[src/rtl/audio_i2s_ctrl.sv]
// audio_i2s_ctrl: I2S output controller with fractional MCLK/SCLK/LRCK generation and a one-entry sample buffer.
// Optional underrun counter enabled by defining AUDIO_I2S_UNDERRUN_COUNT_EN.
module audio_i2s_ctrl #(
   parameter int ACCUM_INC = 245760,
   parameter int ACCUM_MOD = 742500,
   parameter int ACCUM_W   = 22
) (
   input  logic        clk,
   input  logic        reset_n,
   input  logic        enable,
   input  logic        s_valid,
   output logic        s_ready,
   input  logic [15:0] s_left,
   input  logic [15:0] s_right,
   output logic        audio_mclk,
   output logic        audio_sclk,
   output logic        audio_lrck,
   output logic        audio_dac,
   output logic        frame_tick,
   output logic        underrun,
   output logic [15:0] underrun_count
);
   logic [ACCUM_W-1:0] r_acc;
   logic               r_mclk;
   logic [1:0]         r_div;
   logic [5:0]         r_bit;
   logic               r_lrck;
   logic               r_dac;
   logic [31:0]        r_frame;
   logic [31:0]        r_buf;
   logic               r_full;
   logic               r_ready;
   logic               r_tick;
   logic               r_und;

   logic               w_run;
   logic               w_wrap;
   logic               w_rise;
   logic               w_sfall;
   logic               w_start;
   logic               w_push;
   logic               w_pop;
   logic               w_full_nxt;
   logic [5:0]         w_s;
   logic [4:0]         w_idx;
   logic               w_bit;

   assign w_run      = reset_n & enable;
   assign w_wrap     = enable & (r_acc >= ACCUM_W'(ACCUM_MOD));
   assign w_rise     = w_wrap & ~r_mclk;
   assign w_sfall    = w_rise & (r_div == 2'd3);
   assign w_start    = w_sfall & (r_bit == 6'd63);
   assign w_push     = s_valid & r_ready;
   assign w_pop      = w_start & r_full;
   assign w_full_nxt = w_pop ? 1'b0 : w_push ? 1'b1 : r_full;
   assign w_s        = r_bit + 6'd1;
   // frame register holds {L,R}; slots 1..16 walk L MSB-first, slots 33..48 walk R
   assign w_idx      = (w_s <= 6'd16) ? 5'(6'd32 - w_s) : 5'(6'd48 - w_s);
   assign w_bit      = (((w_s >= 6'd1) && (w_s <= 6'd16)) || ((w_s >= 6'd33) && (w_s <= 6'd48))) & r_frame[w_idx];

   always_ff @(posedge clk) begin
      if (!reset_n) begin
         r_full  <= 1'b0;
         r_ready <= 1'b0;
         r_buf   <= '0;
      end else begin
         r_full  <= w_full_nxt;
         r_ready <= ~w_full_nxt;
         if (w_push) r_buf <= {s_left, s_right};
      end
   end

   always_ff @(posedge clk) begin
      if (!w_run) begin
         r_acc   <= '0;
         r_mclk  <= 1'b0;
         r_div   <= 2'd0;
         r_bit   <= 6'd0;
         r_lrck  <= 1'b0;
         r_dac   <= 1'b0;
         r_frame <= '0;
         r_tick  <= 1'b0;
         r_und   <= 1'b0;
      end else begin
         r_acc  <= w_wrap ? r_acc - ACCUM_W'(ACCUM_MOD) + ACCUM_W'(ACCUM_INC) : r_acc + ACCUM_W'(ACCUM_INC);
         r_tick <= w_start;
         r_und  <= w_start & ~r_full;
         if (w_wrap) r_mclk <= ~r_mclk;
         if (w_rise) r_div <= r_div + 2'd1;
         if (w_sfall) begin
            r_bit  <= w_s;
            r_dac  <= w_bit;
            r_lrck <= (r_bit == 6'd31) ? 1'b1 : (r_bit == 6'd63) ? 1'b0 : r_lrck;
         end
         if (w_start) r_frame <= r_full ? r_buf : 32'd0;
      end
   end

`ifdef AUDIO_I2S_UNDERRUN_COUNT_EN
   logic [15:0] r_ucnt;
   always_ff @(posedge clk) begin
      if (!reset_n) r_ucnt <= 16'd0;
      else if (w_start & ~r_full & (r_ucnt != 16'hFFFF)) r_ucnt <= r_ucnt + 16'd1;
   end
   assign underrun_count = r_ucnt;
`else
   assign underrun_count = 16'd0;
`endif

   assign s_ready    = r_ready;
   assign audio_mclk = r_mclk;
   assign audio_sclk = r_div[1];
   assign audio_lrck = r_lrck;
   assign audio_dac  = r_dac;
   assign frame_tick = r_tick;
   assign underrun   = r_und;
endmodule
[config.mk]
export PLATFORM = sky130hd
export DESIGN_NAME = audio_i2s_ctrl
export DESIGN_NICKNAME = d
export VERILOG_FILES = /design/src/rtl/audio_i2s_ctrl.sv
export SDC_FILE = /design/constraint.sdc
export NUM_CORES = 1
export LEC_CHECK = 0
export CELL_PAD_IN_SITES_DETAIL_PLACEMENT = 1
export CELL_PAD_IN_SITES_GLOBAL_PLACEMENT = 2
export CORE_UTILIZATION = 34
export CTS_CLUSTER_DIAMETER = 50
export CTS_CLUSTER_SIZE = 16
export DETAILED_ROUTE_END_ITERATION = 8
export GPL_TIMING_DRIVEN = 0
export HOLD_SLACK_MARGIN = 0.05
export PLACE_DENSITY = 0.77
export SETUP_SLACK_MARGIN = 0.4
export SKIP_CTS_REPAIR_TIMING = 1
export SLEW_MARGIN = 20
export SYNTH_ARGS = -nofsm -noshare
export SYNTH_HDL_FRONTEND = slang
export SYNTH_SLANG_ARGS = --single-unit
[constraint.sdc]
create_clock -name clk -period 3.1 [get_ports clk]
set_clock_uncertainty 0.05 [all_clocks]
set_input_delay 0.31 -clock clk [delete_from_list [all_inputs] [get_ports clk]]
set_output_delay 0.31 -clock clk [all_outputs]
set_load 0.1 [all_outputs]
* Word level (Yosys, flattened, before mapping) *
Index checks and enable logic that the tools add are counted.

storage, ports and cells
  logic and storage cells = 54
  output and inout bits = 23
  register bits after elaboration = 101

cells by class
  magnitude comparators = 6
  bitwise gates (word level) = 12
  $add $sub $neg = 7
  reductions and logical operators = 5
  mux-type cells = 9
  equal/unequal tests = 3

operators with widths
  operator                                                    count
  adder 22 x 18 -> 22 bit, second input constant              2
  2-to-1 mux 32 bit                                           1
  >= comparator 22 x 20 -> 1 bit, second input constant       1
  2-to-1 mux 22 bit                                           1
  subtractor 22 x 20 -> 22 bit, second input constant         1
  bitwise AND 1 bit                                           9
  adder 6 x 1 -> 6 bit, second input constant                 1
  equality test 6 x 5 -> 1 bit, second input constant         1
  equality test 6 bit, second input constant                  1
  >= comparator 6 x 1 -> 1 bit, second input constant         1
  >= comparator 6 bit, second input constant                  1
  <= comparator 6 x 5 -> 1 bit, second input constant         1
  <= comparator 6 bit, second input constant                  1
  less-than comparator 5 x 6 -> 1 bit, second input constant  1
  binary-select mux 1 bit (select 5 bit)                      1
  2-to-1 mux 1 bit                                            5
  2-to-1 mux 5 bit                                            1
  subtractor 1 x 5 -> 5 bit, first input constant             1
  subtractor 5 bit, first input constant                      1
  NOT 1 bit                                                   3
  adder 2 x 1 -> 2 bit, second input constant                 1
  equality test 2 bit, second input constant                  1
  logical AND 1 bit                                           2
  AND reduction 2 bit                                         1
  2 further kinds                                             2

* Logic depth before layout (Yosys ltp) *
  word-level depth = 8
  depth in mapped cells = 11

* Worst setup path before layout *
OpenSTA, ideal clock, no wires.

  kind = reg-to-reg
  start point = register r_bit[0]
  end point = register r_dac (netlist: audio_dac)
  stages on the path, launching flop included = 10
  slack = 565 ps
  buffers on the path = 0
  arrival time = 2393 ps
  required time = 2958 ps
  period minus slack after synthesis = 2535 ps
  cell sequence = dfxtp_1 inv_1 ha_1 and4bb_1 a211o_1 nor3b_1 or2_4 mux2i_1 a311o_1 o32ai_1

on the way
  longest elaborated chain between the ends = 6
  elaborated cells between the ends (all ways) = 14

ends and longest elaborated chain
  element                                   RTL line  source
  start, declared                           26        logic [5:0] r_bit;
  start signal, assigned                    91        r_bit <= w_s;
  adder 6 x 1 -> 6 bit *                    56        assign w_s = r_bit + 6'd1;
  subtractor 5 bit (tied with other cells)  58        assign w_idx = (w_s <= 6'd16) ? 5'(6'd32 - w_s) : 5'(6'd48 - w_s);
  2-to-1 mux 5 bit *                        58
  via w_idx[0]                              45        logic [4:0] w_idx;
  binary-select mux 1 bit (select 5 bit) *  59        assign w_bit = (((w_s >= 6'd1) && (w_s <= 6'd16)) || ((w_s >= 6'd33) && (w_s <= 6'd48))) & r_frame[w_idx];
  2-to-1 mux 1 bit (not written as such) *  59
  bitwise AND 1 bit *                       59
  end signal, assigned                      92        r_dac <= w_bit;
  end, declared                             28        logic r_dac;

Mark *: on every way through the listed nets, which the timed path passes. The rest lies on a longest branch. The select of a mux whose other input is x is not followed.
A chain may end at the register's enable or synchronous reset.

* Worst setup path in the final report *
  start point = register r_bit[1]
  end point = register r_dac (netlist: audio_dac)

on the way
  longest elaborated chain between the ends = 6
  elaborated cells between the ends (all ways) = 14

ends and longest elaborated chain
  element                                   RTL line  source
  adder 6 x 1 -> 6 bit *                    56
  via w_s[1]                                44        logic [5:0] w_s;
  subtractor 5 bit (tied with other cells)  58
  2-to-1 mux 5 bit                          58
  binary-select mux 1 bit (select 5 bit)    59
  2-to-1 mux 1 bit (not written as such)    59
  bitwise AND 1 bit *                       59

Marked as above.

==> metrics.md <==
| Metric | Value |
|---|---|
| Period utilization | `0.827` |
| Worst Setup Start Kind | `flop` |
| Number of global-route vias before repair | `4109` |
| Max Slew Vio Count | `0` |
| Crit end category | `flop` |
| DP Wirelength | `9.11 mm` |
| DRT Pass-1 Iters | `4` |
| Min-delay worst type | `flop to flop` |
| IO buf count | `42` |
| Global-route wire length before repair | `20.3 mm` |
| Pin count of the biggest net entering global routing | `16` |
| Critical path class | `flop to flop` |
| Netlist Area Pre-Place | `4860 µm²` |
| Aggregate global routing overflow | `0` |
| Clock Tree Root | `clkbuf_16` |
| Arrival @ worst endpoint | `2.79 ns` |
| Max-slew headroom | `0.349` |
| Core area | `13900 µm²` |
| DR WL/cell | `14.8 µm` |
| Most used DFF post-synth | `dfxtp_1` |
| Least-Margin Pin Slew | `0.973 ns` |
| Syn Inst Count | `566` |
| Worst path max stage delay | `0.42 ns` |
| Reg clk slew, reported paths | `0.07 ns` |
| Die area | `14800 µm²` |
| CTS H-Tree Depth | `3` |
| Gr usage total | `0.179` |
| Initial Util | `0.349` |
| Setup TNS | `0 ns` |
| FILL cells | `1655` |
| Final GP Congestion | `0.800` |
| Initial antenna violation count | `0` |
| Final hold slack | `0.408 ns` |
| Area grow syn2layout | `21.6%` |
| RSZ-0062 raised after global routing | `false` |
| Nets | `681` |
| Clock tree buffer depth | `2` |
| Most frequent cells in the layout | `96 x dfxtp_1, 88 x nand2_1, 67 x nand3_1, 42 x clkdlybuf4s50_1, 39 x nor2_1` |
| CTS tree | `done` |
| Final hold vios | `0` |
| Width of the die | `122 µm` |
| Cts bufs inserted | `9` |
| Antenna Nets Post-Route | `0` |
| CP Max Fanout | `10` |
| Share of cells above drive strength 1 | `0.102` |
| PwrDens | `478 nW/µm²` |
| Crit path cell chain | `inv_1 > ha_4 > and4bb_1 > a211o_1 > nor3b_1 > or2_4 > mux2i_1 > a311o_1 > o32ai_1` |
| Clock latency on the worst-skew pair | `0.36 ns` |
| Leakage Power | `2.12 nW` |
| Initial DRC Count | `128` |
| Post-synth EDFFs | `0` |
| Ys async rst share | `0` |
| Minimum clock period | `2.56 ns` |
| Via density per instance | `4.89` |
| Remaining DRCs | `0` |
| Outcome | `finished clean` |
| Maximum clock rate | `0.390 GHz` |
| # setup viols final | `0` |
| Count of cell types in the netlist | `62` |
| Worst path slowest cell | `dfxtp_2` |
| Sequential area share after synthesis | `0.408` |
| Flops & latches, synth | `99` |
| Post-Synthesis Mean Instance Area | `8.59 µm²` |
| Synth warn | `0` |
| Antenna diode count | `0` |
| Number of max-cap violations | `0` |
| Ports | `59` |
| Most common cell after layout, fill and taps aside | `dfxtp_1` |
| Die H | `122 µm` |
| Total wire length | `12.2 mm` |
| Rows | `43` |
| Required @ worst endpoint | `3.32 ns` |
| Peak supply drop | `0.289 mV` |
| Vias | `4009` |
| Clk sinks | `99` |
[metrics by stage]
| stage | util | std cells | worst slack, ns | total power (W) | cell area, µm² |
|---|---|---|---|---|---|
| 6_report | 0.424 | 820 | 0.535 | 0.00283 | 5910 |
| 5_1_grt | 0.424 | 820 | 0.425 | 0.00294 | 5910 |
| 4_1_cts | 0.422 | 819 | 0.191 | 0.00287 | 5880 |
| 3_5_place_dp | 0.399 | 803 | 0.216 | 0.00165 | 5560 |
| 3_3_place_gp | 0.399 | 803 | 0.255 | 0.00164 | 5560 |
| 2_1_floorplan | - | 581 | 0.565 | 0.00155 | 4920 |
[registers in the layout, summed over array words and instances, names as in the netlist]
name,cells
r_acc,20
r_frame,32
audio_dac,1
audio_mclk,1
frame_tick,1
r_buf,32
s_ready,1
underrun,1
r_bit,6
audio_lrck,1
r_full,1
r_div,2
[synthesized netlist by cell type, types with 5 or more instances]
cell type / instances / share of area
ha_1: 10 / 0.026
mux2i_1: 9 / 0.019
o21ai_1: 21 / 0.022
a21oi_1: 10 / 0.010
buf_4: 19 / 0.029
inv_1: 12 / 0.0093
nor3_1: 7 / 0.0072
nand2_1: 88 / 0.068
a21boi_0: 32 / 0.049
dfxtp_1: 99 / 0.41
xor2_1: 14 / 0.025
nand3_1: 67 / 0.069
xnor2_1: 14 / 0.025
nor2_1: 39 / 0.030
clkbuf_1: 24 / 0.019
o21ai_0: 19 / 0.020
a211oi_1: 5 / 0.0077
[logic make-up (layout without fill, tap and decap cells)]
| logic type | count (synthesis) | in the layout | synth area share |
|---|---|---|---|
| XOR/XNOR | 28 | 28 | 0.0504 |
| buffers and inverters | 67 | 126 | 0.0757 |
| AO/OA/AOI/OAI | 111 | 111 | 0.158 |
| adder cells (fa/ha/maj) | 10 | 10 | 0.0257 |
| AND/OR/NAND/NOR | 233 | 233 | 0.225 |
| other | 1 | 16 | 0.000771 |
| multiplexers | 17 | 17 | 0.0564 |
| flip-flops | 99 | 99 | 0.408 |
[critical path: cells and delay by family, from the launching register on]
family | cells | cell delay, ns
AOI/OAI and AO/OA | 3 | 0.81
adders and majority gates | 1 | 0.32
buffers and inverters | 1 | 0.10
DFF | 1 | 0.42
muxes | 1 | 0.13
and+or+nand+nor | 3 | 0.66
[area by class of cell]
cell class | instances | area, µm² | area share
clock inverters | 4 | 75.1 | 0.0127
inverters | 12 | 45.0 | 0.00762
well taps | 180 | 225 | 0.0381
multi-input cells | 415 | 2590 | 0.439
flip-flops and latches | 99 | 1990 | 0.336
plain buffers | 55 | 323 | 0.0546
clock buffers | 12 | 236 | 0.0400
repair buffers | 43 | 428 | 0.0724
[per-layer routing]
metal	part of all wire	global-route usage
met4	0.017	0.0718
met3	0.026	0.0342
met2	0.48	0.301
met5	0	0
met1	0.48	0.223
[worst paths after layout]
path	startpoint	to	slack [ns]	cells after the start
max	r_bit[1]	audio_dac	0.54	9
min	r_frame[15]	r_frame[15]	0.41	2
max reg2reg	r_bit[1]	audio_dac	0.54	9
min reg2reg	r_frame[15]	r_frame[15]	0.41	2
[power breakdown]
part	total (W)	switching, W	leakage, nW	internal (W)
combinational	0.000295	0.000196	1.17	0.0000993
clock	0.00121	0.000504	0.143	0.000709
sequential	0.00132	0.0000193	0.803	0.00130
(Power assumes the default switching activity.)
